**src/rtl/if_stage.sv**
```systemverilog
// Instruction fetch stage: PC register, a one-entry output register toward decode, and a
// RUN/HALT/ERR state machine covering EBREAK halts and misaligned redirect targets.
module if_stage #(
    parameter logic [31:0] RESET_PC = 32'h0000_0000
) (
    input  logic        clk,
    input  logic        rstn,
    input  logic        step_i,
    output logic [31:0] imem_addr_o,
    input  logic [31:0] imem_data_i,
    input  logic        redirect_i,
    input  logic [31:0] redirect_pc_i,
    output logic        id_valid_o,
    input  logic        id_ready_i,
    output logic [31:0] id_inst_o,
    output logic [31:0] id_pc_o,
    output logic [31:0] pc_o,
    output logic        halted_o,
    output logic        err_o,
    output logic [15:0] fetch_cnt_o
);

    localparam logic [31:0] Nop    = 32'h0000_0013;
    localparam logic [31:0] Ebreak = 32'h0010_0073;

    typedef enum logic [1:0] {
        StRun,
        StHalt,
        StErr
    } state_e;

    state_e      state_q;
    logic [31:0] pc_q;
    logic        id_valid_q;
    logic [31:0] id_inst_q;
    logic [31:0] id_pc_q;
    logic [15:0] fetch_cnt_q;

    logic out_free;
    logic redirect_act;
    logic fetch;

    // The output register frees up in the same cycle decode takes its contents.
    assign out_free     = !id_valid_q || id_ready_i;
    assign redirect_act = redirect_i && (state_q != StErr);
    assign fetch        = (state_q == StRun) && step_i && !redirect_i && out_free;

    always_ff @(posedge clk or negedge rstn) begin
        if (!rstn) begin
            state_q     <= StRun;
            pc_q        <= RESET_PC;
            id_valid_q  <= 1'b0;
            id_inst_q   <= Nop;
            id_pc_q     <= 32'h0;
            fetch_cnt_q <= 16'h0;
        end else if (redirect_act) begin
            id_valid_q <= 1'b0;
            if (redirect_pc_i[1:0] == 2'b00) begin
                pc_q    <= redirect_pc_i;
                state_q <= StRun;
            end else begin
                state_q <= StErr;
            end
        end else if (fetch) begin
            id_inst_q   <= imem_data_i;
            id_pc_q     <= pc_q;
            id_valid_q  <= 1'b1;
            pc_q        <= pc_q + 32'd4;
            fetch_cnt_q <= fetch_cnt_q + 16'd1;
            if (imem_data_i == Ebreak) begin
                state_q <= StHalt;
            end
        end else if (id_valid_q && id_ready_i) begin
            id_valid_q <= 1'b0;
        end
    end

    assign imem_addr_o = {2'b00, pc_q[31:2]};
    assign pc_o        = pc_q;
    assign id_valid_o  = id_valid_q;
    assign id_inst_o   = id_inst_q;
    assign id_pc_o     = id_pc_q;
    assign fetch_cnt_o = fetch_cnt_q;
    assign halted_o    = (state_q == StHalt);
    assign err_o       = (state_q == StErr);

endmodule

```
**config.mk**
```make
export PLATFORM = sky130hd
export DESIGN_NAME = if_stage
export DESIGN_NICKNAME = d
export VERILOG_FILES = /design/src/rtl/if_stage.sv
export SDC_FILE = /design/constraint.sdc
export NUM_CORES = 1
export LEC_CHECK = 0
export CORE_ASPECT_RATIO = 0.7
export CORE_UTILIZATION = 47
export DETAILED_ROUTE_END_ITERATION = 12
export PLACE_DENSITY = 0.95
export RECOVER_POWER = 50
export SLEW_MARGIN = 20
export SYNTH_ARGS = -nofsm -noshare
export SYNTH_HDL_FRONTEND = slang
export SYNTH_SLANG_ARGS = --single-unit
export TNS_END_PERCENT = 1
```
**constraint.sdc**
```tcl
create_clock -name clk -period 3.2 [get_ports clk]
set_input_delay 0.32 -clock clk [delete_from_list [all_inputs] [get_ports clk]]
set_output_delay 0.32 -clock clk [all_outputs]
set_load 0.03 [all_outputs]
```
==> results of run 1 <==
synthesized netlist by cell type (2+ instances only):
master	count	area share (%)
nand2_1	209	14
dfrtp_1	112	51
buf_4	33	4.5
nor2_1	27	1.8
a21oi_1	25	2.3
clkbuf_1	22	1.5
nand3_1	22	2.0
o21ai_0	19	1.7
nand4_1	13	1.5
and3_1	12	1.4
xnor2_1	12	1.9
o22ai_1	8	0.91
and2_1	7	0.80
inv_1	7	0.48
nor4_1	7	0.80
and4_1	6	0.95
buf_1	6	0.41
a31oi_1	5	0.57
o22a_1	5	0.80
nor3_1	4	0.36
a311oi_1	3	0.48
dfstp_2	3	1.4
o32ai_1	3	0.48
xor2_1	3	0.48
a21o_1	2	0.27
a221oi_1	2	0.32
a22o_1	2	0.32
a22oi_1	2	0.27
a41oi_1	2	0.32
ha_1	2	0.45
mux2_2	2	0.41
nor2b_1	2	0.23
nor3b_1	2	0.27
nor4_2	2	0.45
nor4b_1	2	0.32
nor4bb_1	2	0.36
or3_1	2	0.23
or4_1	2	0.27
layout make-up:
cell class / count / area [um2] / share of cell area (%)
inverters: 7 / 26.28 / 0.3221
clock buffers: 19 / 432.9 / 5.307
well taps: 153 / 191.4 / 2.347
repair buffers: 225 / 2212 / 27.12
multi-input cells: 435 / 2230 / 27.33
flip-flops and latches: 115 / 2882 / 35.32
clock inverters: 13 / 183.9 / 2.255
state kept, by name, summed over array words and instances, names as in the netlist:
| register | flops |
|---|---|
| id_pc_o | 32 |
| pc_o | 32 |
| id_inst_o | 32 |
| state_q | 2 |
| id_valid_o | 1 |
| fetch_cnt_o | 16 |
tightest hold or removal path, stage by stage:
cell	delay [ns]
clkdlybuf4s50_1	0.41
nand2_1	0.06
nand2_1	0.04
cells in the final DEF (no fill, tap or decap), drive strengths merged, types with 12 or more instances in the layout:
cell	Yosys	final
nor2	27	27
clkdlybuf4s50	0	155
dfrtp	112	112
clkbuf	22	23
xnor2	12	12
and3	12	12
o21ai	19	19
nand2	209	209
nand3	22	22
a21oi	25	25
dlygate4sd3	0	58
nand4	13	13
layer usage:
metal | global-route usage [%] | vias up | part of all wire (%)
met3 | 8.539 | 38 | 9.7
li1 | - | 2452 | -
met4 | 9.787 | 0 | 1.9
met2 | 44.86 | 292 | 46
met5 | 0 | - | 0
met1 | 36.36 | 2553 | 42
logic make-up (layout without fill, tap and decap cells):
| group | count (synthesis) | after routing | share of synthesized area, % |
|---|---|---|---|
| buffers and inverters | 70 | 264 | 7.182 |
| XOR/XNOR | 15 | 15 | 2.386 |
| adder cells (fa/ha/maj) | 2 | 2 | 0.4545 |
| multiplexers | 3 | 3 | 0.5909 |
| flip-flops | 115 | 115 | 52.34 |
| AND/OR/NAND/NOR | 326 | 326 | 26.84 |
| AO/OA/AOI/OAI | 87 | 87 | 10.14 |
| other | 1 | 2 | 0.06812 |
metrics by stage:
stage	setup WS [ns]	total power, mW	util (%)	cell area, um2	hold WS [ns]
finish	0.4449	4.583	72.77	8158	0.4218
global route	0.2745	4.754	72.77	8158	0.4244
global placement	0.6105	2.645	67.47	7564	0.3901
detailed placement	0.5444	2.666	67.47	7564	0.3984
floorplan	0.9859	2.210	-	5509	0.02441
CTS	0.5900	4.637	73.06	8190	0.4148
power breakdown:
group          internal [mW]  total, mW  switching, mW
Sequential              1.58       1.71          0.128
Combinational          0.378      0.904          0.526
Clock                   1.30       1.97          0.669
worst max path at each step:
| stage | start | end | slack (ns) | depth (start not counted) |
|---|---|---|---|---|
| final | state_q[1] | pc_o[22] | 0.44 | 5 |
| after CTS | pc_o[2] | pc_o[16] | 0.59 | 6 |
| after floorplan | pc_o[8] | pc_o[29] | 0.99 | 6 |
| after global routing | state_q[1] | pc_o[22] | 0.27 | 5 |
| after global placement | redirect_i | pc_o[5] | 0.61 | 6 |
| after detailed placement | redirect_i | pc_o[5] | 0.54 | 6 |
timing repair:
action | 4_1_cts | 5_1_grt
endpoints found under the hold margin | 48 | 0
setup endpoints to repair | 0 | 0
gates resized for setup | 0 | 0
hold buffers | 1 | 0
==> summary.md, run 1 <==
| Metric | Value |
|---|---|
| Final hold vios | 0 |
| Number of routed nets with antenna violations | 0 |
| Cells after Synth | 619 |
| Total gr overflow | 0 |
| P&R area growth vs syn | 48.18% |
| Count of input and output buffers | 213 |
| HP Start | imem_data_i[1] |
| Gr usage total | 28.05% |
| 1st-iter DRT viols | 391 |
| Cell count of the worst reg-to-reg path | 5 |
| Setup Skew | 0.007941 ns |
| Post-synth EDFFs | 0 |
| CTS sink cnt | 115 |
| First-pass GRT wire length | 26.55 mm |
| Max FO, Critical Path | 19 |
| DP HPWL | 11.53 mm |
| Asr flop ratio synth | 100.0% |
| Antenna fix cells | 0 |
| Die Area | 12160 um2 |
| Setup tns final | 0 ns |
| Outcome | complete, no violations |
| Seq/Total Area, Yosys | 52.34% |
| Number of global-route vias before repair | 5133 |
| Vias/cell | 5.517 |
| Fmax | 363.0 MHz |
| R2R Setup Slk | 0.44 ns |
| Critical Path AT | 3.06 ns |
| Placed cells | 934 |
| Htree depth | 4 |
| CP endpoint kind | flop |
| Worst setup SP type | flop |
| WP data required | 3.51 ns |
| Number of antenna violations at the first check in global routing | 0 |
| Flops & latches, synth | 115 |
| Ys flop type | dfrtp_1 |
| Cts bufs inserted | 17 |
| Chip height | 92.55 um |
| Post-CTS Setup Bufs | 0 |
| Via count | 5335 |
| Largest net degree at the start of global routing | 65 |
| Final max-slew violation count | 0 |
| RR Startpoint | state_q[1] |
| Mean Syn Cell Area | 8.894 um2 |
| RD Place Congestion | 0.8629 |
| Cell Area, Synth | 5505 um2 |
| Worst path bufs/invs | 0 |
| CP cell instances | or4b_1 -> nand2b_1 -> nand2_1 -> o21ai_0 -> a221oi_1 |
| PD cells | 561.8 nW/um2 |
| DIE WIDTH | 131.4 um |
| Critical path's slowest cell | or4b_1 |
| Yosys warns | 0 |
| R2r endpoint | pc_o[22] |
| Reg clk slew, reported paths | 0.05 ns |
| Routed WL | 16.49 mm |
| Share of layout cells above drive strength 1 | 6.265% |
| Static leakage | 3.850 nW |
| CTS max path bufs | 2 |
| Worst-Skew Late Latency | 0.41 ns |
| Nets@finish | 872 |
| Max-Cap Viols | 0 |
| Relative slew margins | 15.44% |
| WHS Path Cells | 3 |
| VDD IR-drop max | 0.3840 mV |
| Hold Crit Class | in2reg |
| CTS root buf | clkbuf_16 |
| CP delay by family, top | simple AND/OR/NAND/NOR gates |
| Initial Utilization | 49.11% |
| Library cells used by synthesis | 56 |
| Routed wire length per instance | 17.06 um |
| Cell Rows | 32 |
| Final setup viols | 0 |
| Non-filler cells in the finished layout | 967 |
| Final Cycle Share | 86.10% |
| Fill count | 854 |
| Io pins | 216 |
| Crit-path max cell delay | 0.62 ns |
| DRC viols | 0 |
| Slew @ Worst Pin | 1.268 ns |
| CP Class | reg2reg |
| WHS Endpoint | id_inst_o[1] |
| DR pass1 iterations | 5 |
| CTS tree | built |
| RSZ-0062 raised after global routing | no |
| Minimum clock period | 2.755 ns |
| Core area | 11210 um2 |
(Power assumes the default switching activity.)
==> run 2, diff against run 1 <==
--- a/config.mk
+++ b/config.mk
@@ -6,10 +6,12 @@
 export NUM_CORES = 1
 export LEC_CHECK = 0
 export CORE_ASPECT_RATIO = 0.7
-export CORE_UTILIZATION = 47
+export CORE_UTILIZATION = 55
 export DETAILED_ROUTE_END_ITERATION = 12
-export PLACE_DENSITY = 0.95
+export DONT_BUFFER_PORTS = 1
+export PLACE_DENSITY = 0.8
 export RECOVER_POWER = 50
+export SETUP_SLACK_MARGIN = 0.3
 export SLEW_MARGIN = 20
 export SYNTH_ARGS = -nofsm -noshare
 export SYNTH_HDL_FRONTEND = slang
==> run 2 against run 1 <==
Against the previous run: critical endpoint is now pc_o[31]; clock skew grew 0.0020 ns; critical path type unchanged; critical path depth is the same; sequential cell count is the same; the flow now finishes with violations (hold timing).
==> summary.md, run 2 (same netlist as run 1, synthesis figures left out) <==
| Metric | Value |
|---|---|
| Critical path's slowest cell | or4b_4 (was or4b_1) |
| Cell Rows | 30 (was 32) |
| Largest net degree at the start of global routing | 116 (was 65) |
| Worst setup SP type | flop (unchanged) |
| Number of routed nets with antenna violations | 0 (unchanged) |
| Via count | 4538 (was 5335) |
| 1st-iter DRT viols | 398 (was 391) |
| Failing checks | hold timing |
| Antenna fix cells | 0 (unchanged) |
| Total power | 4.208 mW (was 4.583 mW) |
| DIE WIDTH | 121.6 um (was 131.4 um) |
| Max FO, Critical Path | 33 (was 19) |
| Hold Buf Count CTS | 2 (was 1) |
| Max-Cap Viols | 0 (unchanged) |
| Gr usage total | 28.14% (was 28.05%) |
| Number of antenna violations at the first check in global routing | 0 (unchanged) |
| DP HPWL | 9.800 mm (was 11.53 mm) |
| Reg clk slew, reported paths | 0.05 ns (about the same) |
| First-pass GRT wire length | 22.47 mm (was 26.55 mm) |
| RSZ-0062 raised after global routing | no (unchanged) |
| R2R Setup Slk | 0.89 ns (was 0.44 ns) |
| Commonest non-fill, non-tap cell in the layout | nand2_1 (unchanged) |
| CTS max path bufs | 2 (unchanged) |
| Crit-path max cell delay | 0.59 ns (was 0.62 ns) |
| Count of input and output buffers | 0 (was 213) |
| VDD IR-drop max | 0.4989 mV (was 0.3840 mV) |
| PD cells | 682.3 nW/um2 (was 561.8 nW/um2) |
| R2r endpoint | pc_o[31] (was pc_o[22]) |
| Die Area | 10420 um2 (was 12160 um2) |
| Final setup viols | 0 (unchanged) |
| Nets@finish | 680 (was 872) |
| Slew @ Worst Pin | 0.8971 ns (was 1.268 ns) |
| Relative slew margins | 40.20% (was 15.44%) |
| Cts bufs inserted | 17 (unchanged) |
| Final hold vios | 115 (was 0) |
| Chip height | 85.71 um (was 92.55 um) |
| Static leakage | 3.038 nW (was 3.850 nW) |
| Minimum clock period | 2.308 ns (was 2.755 ns) |
| Post-CTS Setup Bufs | 0 (unchanged) |
| P&R area growth vs syn | 12.02% (was 48.18%) |
| Vias/cell | 6.051 (was 5.517) |
| Worst setup margin | 0.8917 ns (was 0.4449 ns) |
| DR pass1 iterations | 5 (unchanged) |
| Htree depth | 4 (unchanged) |
| CP cell instances | or4b_4 -> nand2b_4 -> or4_1 -> mux2_2 -> nand3_1 (was or4b_1 -> nand2b_1 -> nand2_1 -> o21ai_0 -> a221oi_1) |
| RD Place Congestion | 0.8258 (was 0.8629) |
| CTS root buf | clkbuf_16 (unchanged) |
| Share of layout cells above drive strength 1 | 11.41% (was 6.265%) |
| Core area | 9722 um2 (was 11210 um2) |
| WP data required | 3.53 ns (was 3.51 ns) |
| Total gr overflow | 0 (unchanged) |
| Worst-Skew Late Latency | 0.40 ns (was 0.41 ns) |
| Io pins | 216 (unchanged) |
| CP Class | reg2reg (unchanged) |
| Worst path bufs/invs | 0 (unchanged) |
| Outcome | finished, violations left (was complete, no violations) |
| Resized Gates After CTS | 0 (unchanged) |
| Final Cycle Share | 72.13% (was 86.10%) |
| Number of global-route vias before repair | 4504 (was 5133) |
| Fmax | 433.2 MHz (was 363.0 MHz) |
| Leading cell types in the layout, fill and taps excluded | nand2_1 (209), dfrtp_1 (112), buf_4 (30), nor2_1 (27), a21oi_1 (25) (was nand2_1 (209), clkdlybuf4s50_1 (155), dfrtp_1 (112), dlygate4sd3_1 (58), nor2_1 (27)) |
| CTS sink cnt | 115 (unchanged) |
| Initial Utilization | 56.63% (was 49.11%) |
| Cell count of the worst reg-to-reg path | 5 (unchanged) |
| DRC viols | 0 (unchanged) |
| Setup tns final | 0 ns (unchanged) |
| Hold Crit Class | in2async (was in2reg) |
| Setup Skew | 0.009935 ns (was 0.007941 ns) |
| CP delay by family, top | simple AND/OR/NAND/NOR gates (unchanged) |
| RR Startpoint | state_q[1] (unchanged) |
| CTS tree | built (unchanged) |
| Routed wire length per instance | 19.03 um (was 17.06 um) |
| Fin Hold WS | -0.3853 ns (was 0.4218 ns) |
| Critical Path AT | 2.63 ns (was 3.06 ns) |
| CP endpoint kind | flop (unchanged) |
| DP Worst Slack | 0.9091 ns (was 0.5444 ns) |
| Final max-slew violation count | 0 (unchanged) |
| Routed WL | 14.27 mm (was 16.49 mm) |
| Worst path depth | 5 (unchanged) |
| Util after Layout | 63.44% (was 72.77%) |
-- run 2: cell count changes in the layout (fill, tap and decap cells not counted), sizes merged --
cell and change:
inv -1, buf +22, dlygate4sd3 -56, clkdlybuf4s50 -155, clkbuf -1, clkinvlp -1
-- run 2: power by group --
part	total [mW]	switching [mW]	internal (mW)
Clock	1.96	0.643	1.32
Combinational	0.332	0.229	0.104
Sequential	1.92	0.337	1.58
-- run 2: worst max path at each step --
| stage | to | from | slack, ns |
|---|---|---|---|
| 3_3_place_gp | pc_o[31] | state_q[1] | 0.94 |
| 5_1_grt | pc_o[29] | pc_o[15] | 0.76 |
| 4_1_cts | pc_o[31] | state_q[1] | 0.89 |
| 2_1_floorplan | pc_o[29] | pc_o[8] | 0.99 |
| 6_report | pc_o[31] | state_q[1] | 0.89 |
| 3_5_place_dp | pc_o[31] | state_q[1] | 0.91 |
-- run 2: stage by stage --
step                      area [um2]  std cells
after detailed placement        5540        716
after CTS                       6171        750
after global routing            6167        750
after global placement          5540        716
final                           6167        750
after floorplan                 5509        620
-- run 2: layout make-up --
class / count / area [um2]
clock buffer: 21 / 450.4
clock inverter: 11 / 160.2
fill: 782 / 3555
inverter: 7 / 26.28
multi-input combinational: 435 / 2240
sequential: 115 / 2882
tap: 128 / 160.2
timing repair buffer: 33 / 249.0
-- run 2: routing by layer --
metal / GRT usage (%) / share of wire [%] / vias up
li1: - / - / 2052
met3: 7.513 / 10 / 24
met5: 0 / 0 / -
met1: 38.39 / 42 / 2159
met4: 11.34 / 1.6 / 0
met2: 42.82 / 46 / 303
